[config.mk]
export PLATFORM = sky130hd
export DESIGN_NAME = dmem_arbiter
export DESIGN_NICKNAME = d
export VERILOG_FILES = /design/src/rtl/dmem_arb_pkg.sv /design/src/rtl/rr_arb2.sv /design/src/rtl/dmem_arbiter.sv
export SDC_FILE = /design/constraint.sdc
export NUM_CORES = 1
export LEC_CHECK = 0
export ABC_AREA = 1
export CORE_ASPECT_RATIO = 1.5
export CORE_UTILIZATION = 40
export CTS_BUF_LIST = sky130_fd_sc_hd__clkbuf_4 sky130_fd_sc_hd__clkbuf_8 sky130_fd_sc_hd__clkbuf_16
export DETAILED_ROUTE_END_ITERATION = 16
export HOLD_SLACK_MARGIN = 0.12
export PLACE_DENSITY = 0.84
export SYNTH_ARGS = -nofsm -noshare
export SYNTH_HDL_FRONTEND = slang
export SYNTH_SLANG_ARGS = --single-unit
[constraint.sdc]
create_clock -name clk -period 1.7 [get_ports clk]
set_clock_uncertainty 0.05 [all_clocks]
set_input_delay 0.17 -clock clk [delete_from_list [all_inputs] [get_ports clk]]
set_output_delay 0.17 -clock clk [all_outputs]
set_load 0.02 [all_outputs]
[src/rtl/dmem_arb_pkg.sv]
// Shared types and constants for the two-port data-memory arbiter.
package dmem_arb_pkg;

    typedef enum logic [1:0] {
        IDLE   = 2'd0,
        ACCESS = 2'd1,
        RESP   = 2'd2
    } state_t;

    typedef enum logic {
        PORT0 = 1'b0,
        PORT1 = 1'b1
    } port_t;

    localparam int unsigned BYTES_PER_WORD = 4;
    localparam logic [1:0]  ALIGN_MASK     = 2'b11;

    function automatic logic is_aligned(input logic [1:0] addr_lsb);
        return (addr_lsb & ALIGN_MASK) == 2'b00;
    endfunction

endpackage

[src/rtl/rr_arb2.sv]
// Two-way round-robin selector; the priority pointer names the port that wins a tie.
module rr_arb2
    import dmem_arb_pkg::*;
(
    input  logic       clk,
    input  logic       reset_n,
    input  logic [1:0] req,
    input  logic       advance,
    output logic [1:0] grant
);

    port_t prio_q;

    always_ff @(posedge clk) begin
        if (!reset_n) begin
            prio_q <= PORT0;
        end else if (advance && (grant != 2'b00)) begin
            // The port just served yields the next tie.
            prio_q <= grant[0] ? PORT1 : PORT0;
        end
    end

    always_comb begin
        grant = '0;
        if (req == 2'b11) begin
            grant = (prio_q == PORT0) ? 2'b01 : 2'b10;
        end else begin
            grant = req;
        end
    end

endmodule

[src/rtl/dmem_arbiter.sv]
// Arbitrates a core port and a DMA port onto one single-cycle data memory
// with a fixed accept / strobe / response latency.
module dmem_arbiter
    import dmem_arb_pkg::*;
#(
    parameter int ADDR_W    = 32,
    parameter int DATA_W    = 32,
    parameter int MEM_WORDS = 256
) (
    input  logic              clk,
    input  logic              reset_n,
    input  logic              p0_req_valid,
    output logic              p0_req_ready,
    input  logic              p0_req_we,
    input  logic [ADDR_W-1:0] p0_req_addr,
    input  logic [DATA_W-1:0] p0_req_wdata,
    output logic              p0_rsp_valid,
    output logic [DATA_W-1:0] p0_rsp_rdata,
    output logic              p0_rsp_err,
    input  logic              p1_req_valid,
    output logic              p1_req_ready,
    input  logic              p1_req_we,
    input  logic [ADDR_W-1:0] p1_req_addr,
    input  logic [DATA_W-1:0] p1_req_wdata,
    output logic              p1_rsp_valid,
    output logic [DATA_W-1:0] p1_rsp_rdata,
    output logic              p1_rsp_err,
    output logic              mem_read,
    output logic              mem_write,
    output logic [ADDR_W-1:0] mem_address,
    output logic [DATA_W-1:0] mem_write_data,
    input  logic [DATA_W-1:0] mem_read_data,
    output logic              busy
);

    localparam logic [ADDR_W:0] ADDR_LIMIT = (ADDR_W+1)'(BYTES_PER_WORD * MEM_WORDS);

    state_t            state_q;
    state_t            state_d;
    logic [1:0]        grant;
    logic              accept;
    port_t             port_q;
    logic              we_q;
    logic [ADDR_W-1:0] addr_q;
    logic [DATA_W-1:0] wdata_q;
    logic [DATA_W-1:0] rsp_rdata_q;
    logic              rsp_err_q;
    logic              addr_err;

    rr_arb2 u_rr (
        .clk     (clk),
        .reset_n (reset_n),
        .req     ({p1_req_valid, p0_req_valid}),
        .advance (accept),
        .grant   (grant)
    );

    assign accept   = p0_req_ready | p1_req_ready;
    assign addr_err = !is_aligned(addr_q[1:0]) || ({1'b0, addr_q} >= ADDR_LIMIT);

    always_ff @(posedge clk) begin
        if (!reset_n) begin
            state_q <= IDLE;
        end else begin
            state_q <= state_d;
        end
    end

    always_comb begin
        state_d = state_q;
        case (state_q)
            IDLE:    if (grant != 2'b00) state_d = ACCESS;
            ACCESS:  state_d = RESP;
            RESP:    state_d = IDLE;
            default: state_d = IDLE;
        endcase
    end

    always_ff @(posedge clk) begin
        if (!reset_n) begin
            port_q      <= PORT0;
            we_q        <= 1'b0;
            addr_q      <= '0;
            wdata_q     <= '0;
            rsp_rdata_q <= '0;
            rsp_err_q   <= 1'b0;
        end else begin
            if (accept) begin
                port_q  <= grant[1] ? PORT1 : PORT0;
                we_q    <= grant[1] ? p1_req_we    : p0_req_we;
                addr_q  <= grant[1] ? p1_req_addr  : p0_req_addr;
                wdata_q <= grant[1] ? p1_req_wdata : p0_req_wdata;
            end
            if (state_q == ACCESS) begin
                rsp_err_q   <= addr_err;
                rsp_rdata_q <= (!we_q && !addr_err) ? mem_read_data : '0;
            end
        end
    end

    // Every output is forced low while reset is held, even mid-transaction.
    always_comb begin
        p0_req_ready   = 1'b0;
        p1_req_ready   = 1'b0;
        p0_rsp_valid   = 1'b0;
        p0_rsp_rdata   = '0;
        p0_rsp_err     = 1'b0;
        p1_rsp_valid   = 1'b0;
        p1_rsp_rdata   = '0;
        p1_rsp_err     = 1'b0;
        mem_read       = 1'b0;
        mem_write      = 1'b0;
        mem_address    = '0;
        mem_write_data = '0;
        busy           = 1'b0;
        if (reset_n) begin
            case (state_q)
                IDLE: begin
                    p0_req_ready = grant[0];
                    p1_req_ready = grant[1];
                end
                ACCESS: begin
                    busy           = 1'b1;
                    mem_address    = addr_q;
                    mem_write_data = wdata_q;
                    mem_read       = !we_q && !addr_err;
                    mem_write      = we_q && !addr_err;
                end
                RESP: begin
                    busy = 1'b1;
                    if (port_q == PORT0) begin
                        p0_rsp_valid = 1'b1;
                        p0_rsp_rdata = rsp_rdata_q;
                        p0_rsp_err   = rsp_err_q;
                    end else begin
                        p1_rsp_valid = 1'b1;
                        p1_rsp_rdata = rsp_rdata_q;
                        p1_rsp_err   = rsp_err_q;
                    end
                end
                default: ;
            endcase
        end
    end

endmodule

Word level (Yosys, flattened, before mapping)
Cells that the tools add are included.
Widths: inputs -> output; s select.
{"block": "totals", "inputBits": 166, "elab_cells": 67, "out_inout_bits": 137, "ff_bits": 102, "mem_count": 0, "latchBits": 0, "ramBits": 0, "rom_bits": 0}
{"block": "op_classes", "bitwise_logic": 1, "n_shift": 0, "div_mod_pow": 0, "reduce_logical": 11, "n_mul": 0, "n_mux": 42, "addsub": 0, "order_cmp": 1, "eq_ne": 4}
{"operator": "$mux 32", "n": 13}
{"operator": "$ge 32x11->1 const B", "n": 1}
{"operator": "$mux 1", "n": 25}
{"operator": "$mux 2", "n": 3}
{"operator": "$eq 2x2->1 const B", "n": 2}
{"operator": "$logic_not 2->1", "n": 2}
{"operator": "$pmux 2 s2", "n": 1}
{"operator": "$logic_and 1x1->1", "n": 3}
{"operator": "$logic_not 1->1", "n": 3}
{"operator": "$eq 2x1->1 const B", "n": 1}
{"operator": "$ne 2x2->1 const B", "n": 1}
{"operator": "$reduce_bool 2->1", "n": 1}
{"operator": "$reduce_or 2->1", "n": 1}
{"operator": "$logic_or 1x1->1", "n": 1}
{"operator": "$or 1x1->1", "n": 1}

Logic depth before layout (Yosys ltp)
Gate-level depths: netlist of run 1.
{"block": "logic_depth", "ltp_word": 7, "ltp_mapped": 11, "mapped_depth_nobuf": 9}

By module
A second synthesis of run 1 with hierarchy kept.
{"block": "hier_totals", "cells_unflattened": 877, "area_unflattened_um2": 5441.5}
{"mod": "dmem_arbiter", "cells_per_inst": 868, "n_inst": 1, "area_per_inst_um2": 5377.7, "seq_area_each_um2": 2021.9}
{"mod": "rr_arb2", "cells_per_inst": 9, "n_inst": 1, "area_per_inst_um2": 63.8, "seq_area_each_um2": 20.0}

Least setup slack after synthesis of run 1
No wires, ideal clock.
{"block": "synth_path", "path_type": "register to output", "startpoint": "register state_q[0]", "endpoint": "output port p1_rsp_rdata[0]", "arrival_time_ns": 1.620, "path_slack_ns": -0.140, "required_time_ns": 1.480, "stages_incl_launch_ff": 8, "path_cell_list": "dfxtp_1 > inv_1 > ha_1 > inv_1 > nor2_1 > inv_1 > buf_1 > nor2_1"}
{"block": "synth_between", "elab_chain_cells": 3}
{"item": "start: declaration", "line_no": "dmem_arbiter.sv:38", "rtl": "state_t state_q;"}
{"item": "start signal: assignment", "line_no": "dmem_arbiter.sv:65", "rtl": "state_q <= state_d;"}
{"item": "$eq 2x2->1", "line_no": "dmem_arbiter.sv:117", "rtl": "case (state_q)"}
{"item": "$mux 32", "line_no": "dmem_arbiter.sv:117"}
{"item": "$mux 32", "line_no": "dmem_arbiter.sv:116", "rtl": "if (reset_n) begin"}
{"item": "end: declaration", "line_no": "dmem_arbiter.sv:26", "rtl": "output logic [DATA_W-1:0] p1_rsp_rdata,"}
Every way passes these cells.

Worst setup path in the final report of run 1
{"block": "layout_path", "startpoint": "register state_q[0]", "endpoint": "output port mem_address[24]"}
{"block": "layout_between", "elab_chain_cells": 3}
{"item": "$eq 2x1->1", "line_no": "dmem_arbiter.sv:117"}
{"item": "$mux 32", "line_no": "dmem_arbiter.sv:117"}
{"item": "$mux 32", "line_no": "dmem_arbiter.sv:116"}
{"item": "end: declaration", "line_no": "dmem_arbiter.sv:30", "rtl": "output logic [ADDR_W-1:0] mem_address,"}
Every way passes these cells.

==> results of run 1 <==
## worst max-delay path: cells and delay by family, from the launching register on
kind                     cells  cell delay, ns
buffers and inverters        4            0.56
flip-flops                   1            0.35
AND/OR/NAND/NOR              2            0.20
adder cells (fa/ha/maj)      1            0.18
## path summary, 6_finish.rpt
check | slack, ns | cells past startpoint | from | endpoint
setup reg to reg | -0.10 | 13 | state_q[0]$_SDFFE_PN0P_ | wdata_q[22]$_SDFFE_PN0P_
hold reg to reg | 0.40 | 2 | rsp_rdata_q[4]$_SDFFE_PN0N_ | rsp_rdata_q[4]$_SDFFE_PN0N_
hold / removal | 0.24 | 3 | p1_req_valid | port_q$_SDFFE_PN0P_
setup / recovery | -0.18 | 7 | state_q[0]$_SDFFE_PN0P_ | mem_address[24]
## timing repair
| action | 4_1_cts | 5_1_grt |
|---|---|---|
| buffers inserted | 6 | 6 |
| cloned | 10 | 11 |
| pin swaps | 6 | 4 |
| resized for setup | 810 | 273 |
| endpoints found under the setup margin | 202 | 201 |
## flip-flops by register name (all words and copies together), names as in the netlist
name	flops
u_rr.prio_q	1
we_q	1
rsp_err_q	1
addr_q	32
port_q	1
rsp_rdata_q	32
state_q	2
wdata_q	32
## power by group through the flow
stage          sequential (mW)  combinational (mW)  clock, mW
2_1_floorplan             2.76                1.09          0
3_3_place_gp              2.78                1.94          0
3_5_place_dp              2.79                1.96          0
4_1_cts                   2.74                2.29       2.13
5_1_grt                   2.80                3.11       2.25
6_report                  2.78                2.91       2.12
## layout by cell type (no fill, tap or decap), drive strengths merged, types with 3 or more instances in the layout
cell type and count:
a21oi 3, buf 217, clkbuf 21, clkdlybuf4s50 163, dfxtp 102, ha 5
inv 112, nand2 210, nand3 99, nor2 279, o21ai 69
## metrics by stage
step / util [%] / TNS (ns) / power, mW
6_report: 78.47 / -15.24 / 7.804
2_1_floorplan: - / -3.207 / 3.852
3_3_place_gp: 65.34 / -30.98 / 4.714
4_1_cts: 70.15 / -9.377 / 7.167
3_5_place_dp: 65.34 / -34.97 / 4.750
5_1_grt: 78.47 / -27.75 / 8.162
## layer usage
metal	track usage [%]	routed length, µm
met2	50.45	12270
met4	10.81	1132
met5	0	0
met3	5.216	1344
met1	29.47	8166
## cell type report
| type | instances | area share [%] |
|---|---|---|
| clock inverters | 5 | 0.5381 |
| clock buffers | 11 | 2.198 |
| well taps | 165 | 1.889 |
| multi-input cells | 670 | 33.92 |
| inverters | 111 | 4.053 |
| repair buffers | 390 | 38.66 |
| flip-flops and latches | 102 | 18.73 |
## cells by family (layout without fill, tap and decap cells)
logic type               count (synthesis)  in the layout
AND/OR/NAND/NOR                        591            592
buffers and inverters                  177            517
flip-flops                             102            102
AO/OA/AOI/OAI                           73             73
adder cells (fa/ha/maj)                  5              5
==> flow_summary.yaml, run 1 <==
detailed_routing:
  ant_nets: 0
  wire_per_inst_um: 15.76
  drt_iter0_drc: 263
  vias_per_cell: 5.046
  routed_wl_um: 22910
  drc: 0
  via_count: 7337
  firstDrtPassIters: 5
floorplanning:
  core_um2: 13930
  rows: 53
  die_y_um: 148.1
  io_pins: 303
  die_x_um: 99.42
  initial_core_util_pct: 40.89
  die-area_um2: 14730
timing:
  fmax_mhz: 532.6
  fin_ws_ns: -0.1775
  rsz0062_at_grt: "true"
  timing.final.max_slew_violations: 0
  holdWs_ns: 0.2436
  hold_viol: 0
  setup_violations: 171
  relSlewSlack_pct: 60.22
  fin_crit_sh_pct: 110.4
  finalCriticalPeriod_ns: 1.877
  tightest_slew_ns: 0.5967
setup_path:
  critPathRequiredTime_ns: 1.48
  worstPathCellList: "buf_6 > ha_4 > nand2_8 > buf_12 > clkbuf_16 > nor2_4 > buf_6"
  cp_max_fo: 6
  slowest_stage: "dfxtp_2"
  arrival_ns: 1.66
  cp-start-kind: "flop"
  critPathMaxStageDelay_ns: 0.35
  critPathKind: "reg2out"
  critPathMostFrequentCell: "buf_6"
  cp-end-kind: "primary output"
place:
  portBuffers: 302
  post-place-cells: 1408
  gp_congestion: 0.8648
  dp_hpwl_um: 13900
  placed_cell_area_um2: 9099
  place_worst_setup_slack_ns: -0.3346
logic_synthesis:
  syn_avg_cell_area_um2: 6.007
  synth_edf_count: 0
  synth_seq_area_share_pct: 35.86
  synthAdderAreaFrac_pct: 1.099
  syn_nets: 1119
  synth.most_common_cell: "nor2_1"
  synthXorXnorAreaFrac_pct: 0
  synth_top_family_by_area: "simple AND/OR/NAND/NOR gates"
  netlist-cell-type-count: 27
  synthesis.area_um2: 5694
  synthArstFlopShare_pct: 0
  synth_top_area_share_pct: 35.86
  synth_warnings: 0
  yosys.area.top_type: "dfxtp_1"
  synth_commonest_cells: "nor2_1 (278), nand2_1 (205), inv_1 (109)"
  ys_ff_latch: 102
  ys.flop_type: "dfxtp_1"
  synth_compound_area_share_pct: 6.526
  syn_inst: 948
  synth.area.top_cells: "dfxtp_1 (36%), nor2_1 (18%), nand2_1 (14%)"
  yosys-mux-area-fraction_pct: 0
  synth-simple-area-share_pct: 41.90
finish:
  syn2layout_area_growth_pct: 91.91
  fillers: 961
  design.final.nets: 1455
  antenna_cells: 0
  drive_above_1_share_pct: 33.28
  final-seq-area_um2: 2047
  stdcell_count: 1454
  multiInputGateArea_um2: 3707
  final_cell_area_um2: 10930
clock_network:
  path_clk_slew_ns: 0.07
  cts-root-buf: "clkbuf_16"
  cts_tree: "built"
  cts_sinks: 102
  clk_latency_ns: 0.34
  cts_buffers: 9
  htreeDepth: 3
  cts_buffer_depth: 2
  cts.hold.buffers_added: 0
grt:
  grt_pass1_wl_um: 31630
  grt_max_degree: 56
  grt_use_total_pct: 26.98
  antenna_found_initial: 0
  grt-ovfl-total: 0
  grt_pass1_vias: 6512
min_path:
  worst_hold_path_type: "in2reg"
power:
  sw_frac_of_total_pct: 33.34
  powerDensity_nw_per_um2: 714.2
  power.internal_mw: 5.202
  pwr-share-clk_pct: 27.1
  p_sw_mw: 2.602
  pwr-share-seq_pct: 35.6
  p_comb_share_pct: 37.3
  ir_drop_mv: 0.5417
  leakagePower_nw: 4.787
status:
  violations: "negative setup slack"
  status: "finished with violations"
flow_run:
  cap_violations: 0
Note: power is estimated with default switching activity, not from simulation.
==> inputs of run 2 (changes only) <==
- MAX_ROUTING_LAYER: not set -> met4
- SETUP_SLACK_MARGIN: not set -> 0.15
- SLEW_MARGIN: not set -> 20
==> run 2 against run 1 <==
Against the previous run:
- the flow still finishes with violations (negative setup slack)
- critical path depth rose by 8
- register-to-register slack got worse by 0.32 ns
- clock-buffer cell count fell by 1
- highest routed layer unchanged
==> flow_summary.yaml, run 2 (synthesized netlist as in run 1, its figures left out) <==
status:
  status: "finished with violations"
  violations: "negative setup slack"
detailed_routing:
  wire_per_inst_um: 19.44
  drt_iter0_drc: 447
  routed_wl_um: 28960
  firstDrtPassIters: 5
  vias_per_cell: 5.457
  drc: 0
  via_count: 8131
  ant_nets: 0
clock_network:
  clk_latency_ns: 0.34
  cts-root-buf: "clkbuf_16"
  htreeDepth: 3
  cts_buffer_depth: 2
  cts_tree: "built"
  path_clk_slew_ns: 0.08
  cts_sinks: 102
  cts_buffers: 9
timing:
  timing.final.max_slew_violations: 0
  rsz0062_at_grt: "true"
  relSlewSlack_pct: 35.97
  fmax_mhz: 471.4
  tightest_slew_ns: 0.9605
  fin_ws_ns: -0.4214
  finalSetupTns_ns: -48.40
  hold_viol: 0
  setup_violations: 201
  finalCriticalPeriod_ns: 2.121
  fin_crit_sh_pct: 124.8
setup_path:
  timing.rr.start: "state_q[0]$_SDFFE_PN0P_"
  path_buf_inv: 9
  critPathRequiredTime_ns: 1.92
  critPathMostFrequentCell: "buf_6"
  critPathMaxStageDelay_ns: 0.38
  cp-end-kind: "flop"
  path_delay_family: "buffers and inverters"
  arrival_ns: 2.34
  cp-start-kind: "flop"
  worstPathCellList: "inv_4 > buf_4 > buf_6 > buf_6 > ha_4 > nand2_4 > inv_4 > nand3_4 > buf_6 > nand2_8 > inv_12 > buf_8 > clkbuf_16 > nor2_2 > nor2_1"
  r2r_slack_ns: -0.42
  slowest_stage: "dfxtp_4"
  cp_max_fo: 9
  critPathKind: "reg2reg"
  r2r_cells: 15
  path_depth: 15
  worstReg2RegEnd: "wdata_q[28]$_SDFFE_PN0P_"
floorplanning:
  initial_core_util_pct: 40.89
  rows: 53
  io_pins: 303
  die-area_um2: 14730
  die_x_um: 99.42
  die_y_um: 148.1
  core_um2: 13930
finish:
  design.final.nets: 1491
  syn2layout_area_growth_pct: 116.3
  antenna_cells: 0
  layout.cells.most_common: "nand2_1"
  drive_above_1_share_pct: 39.77
  fin_util_pct: 88.45
  stdcell_count: 1490
  most-common-layout-cells: "nand2_1 (201), clkdlybuf4s50_1 (163), buf_6 (154)"
  reg_top3: "addr_q x32, rsp_rdata_q x32, wdata_q x32"
min_path:
  worst_hold_path_type: "in2reg"
  hold_start: "reset_n"
  holdPathEnd: "port_q$_SDFFE_PN0P_"
  holdPathStages: 4
grt:
  grt_pass1_vias: 7258
  use_met2_pct: 58.13
  met3_usage_pct: 4.182
  grt_use_total_pct: 31.95
  grt-ovfl-total: 0
  antenna_found_initial: 0
  grt_max_degree: 61
  grt_pass1_wl_um: 36010
  grt_util_met1_pct: 33.79
  top_usage_layer: "met2"
place:
  dp_hpwl_um: 14320
  gp_congestion: 0.8238
  portBuffers: 302
  post-place-cells: 1408
flow_run:
  cap_violations: 0
power:
  ir_drop_mv: 0.6955
  powerDensity_nw_per_um2: 668.0
  leakagePower_nw: 5.156
[run 2: stage by stage]
step	hold slack (ns)	setup slack, ns	instance area (µm²)	total power [mW]
after global placement	0.3861	-0.3119	9598	4.784
after CTS	0.2814	-0.2156	11040	7.349
final	0.3146	-0.4214	12320	8.227
after floorplan	0.2513	0.08079	6183	3.898
after global routing	0.3421	-0.4674	12320	8.544
after detailed placement	0.3903	-0.3095	9598	4.818
[run 2: how the worst max path moves through the flow]
stage                       startpoint                        to  slack, ns
4_1_cts        state_q[0]$_SDFFE_PN0P_          p0_rsp_rdata[31]      -0.22
6_report       state_q[0]$_SDFFE_PN0P_  wdata_q[28]$_SDFFE_PN0P_      -0.42
3_5_place_dp   state_q[0]$_SDFFE_PN0P_           p0_rsp_rdata[3]      -0.31
2_1_floorplan  state_q[0]$_SDFFE_PN0P_           p1_rsp_rdata[0]       0.08
3_3_place_gp   state_q[1]$_SDFFE_PN0P_           mem_address[10]      -0.31
5_1_grt        state_q[0]$_SDFFE_PN0P_  wdata_q[28]$_SDFFE_PN0P_      -0.47
[run 2: report_power, final]
group	leakage, nW	switching (mW)	internal (mW)	total [mW]
Combinational	4.19	1.77	1.65	3.42
Sequential	0.836	0.190	2.62	2.81
Clock	0.129	0.979	1.02	2.00
[run 2: layer usage]
metal / up-vias / part of all wire (%)
met4: 0 / 6.6
li1: 3629 / -
met2: 492 / 53
met3: 164 / 6.1
met1: 3846 / 34
met5: - / 0
[run 2: timing repair]
action,4_1_cts,5_1_grt
resized for setup,966,220
setup endpoints to repair,202,236
setup buffers,25,10
pin swaps,5,25
hold buffers,1,0
gates cloned,13,17
hold endpoints to repair,5,0
[run 2: worst min-delay path: stages]
cell and delay [ns]:
buf_2 0.14, nand2_1 0.16, buf_4 0.13, o21ai_0 0.07
[run 2: cell type report]
cell class              instances  area (µm²)
clock buffers                  10       232.7
clock inverters                 6       45.04
multi-input cells             669        4243
well taps                     165       206.4
repair buffers                427        5095
flip-flops and latches        102        2048
inverters                     111       446.7
fillers                       636        1609
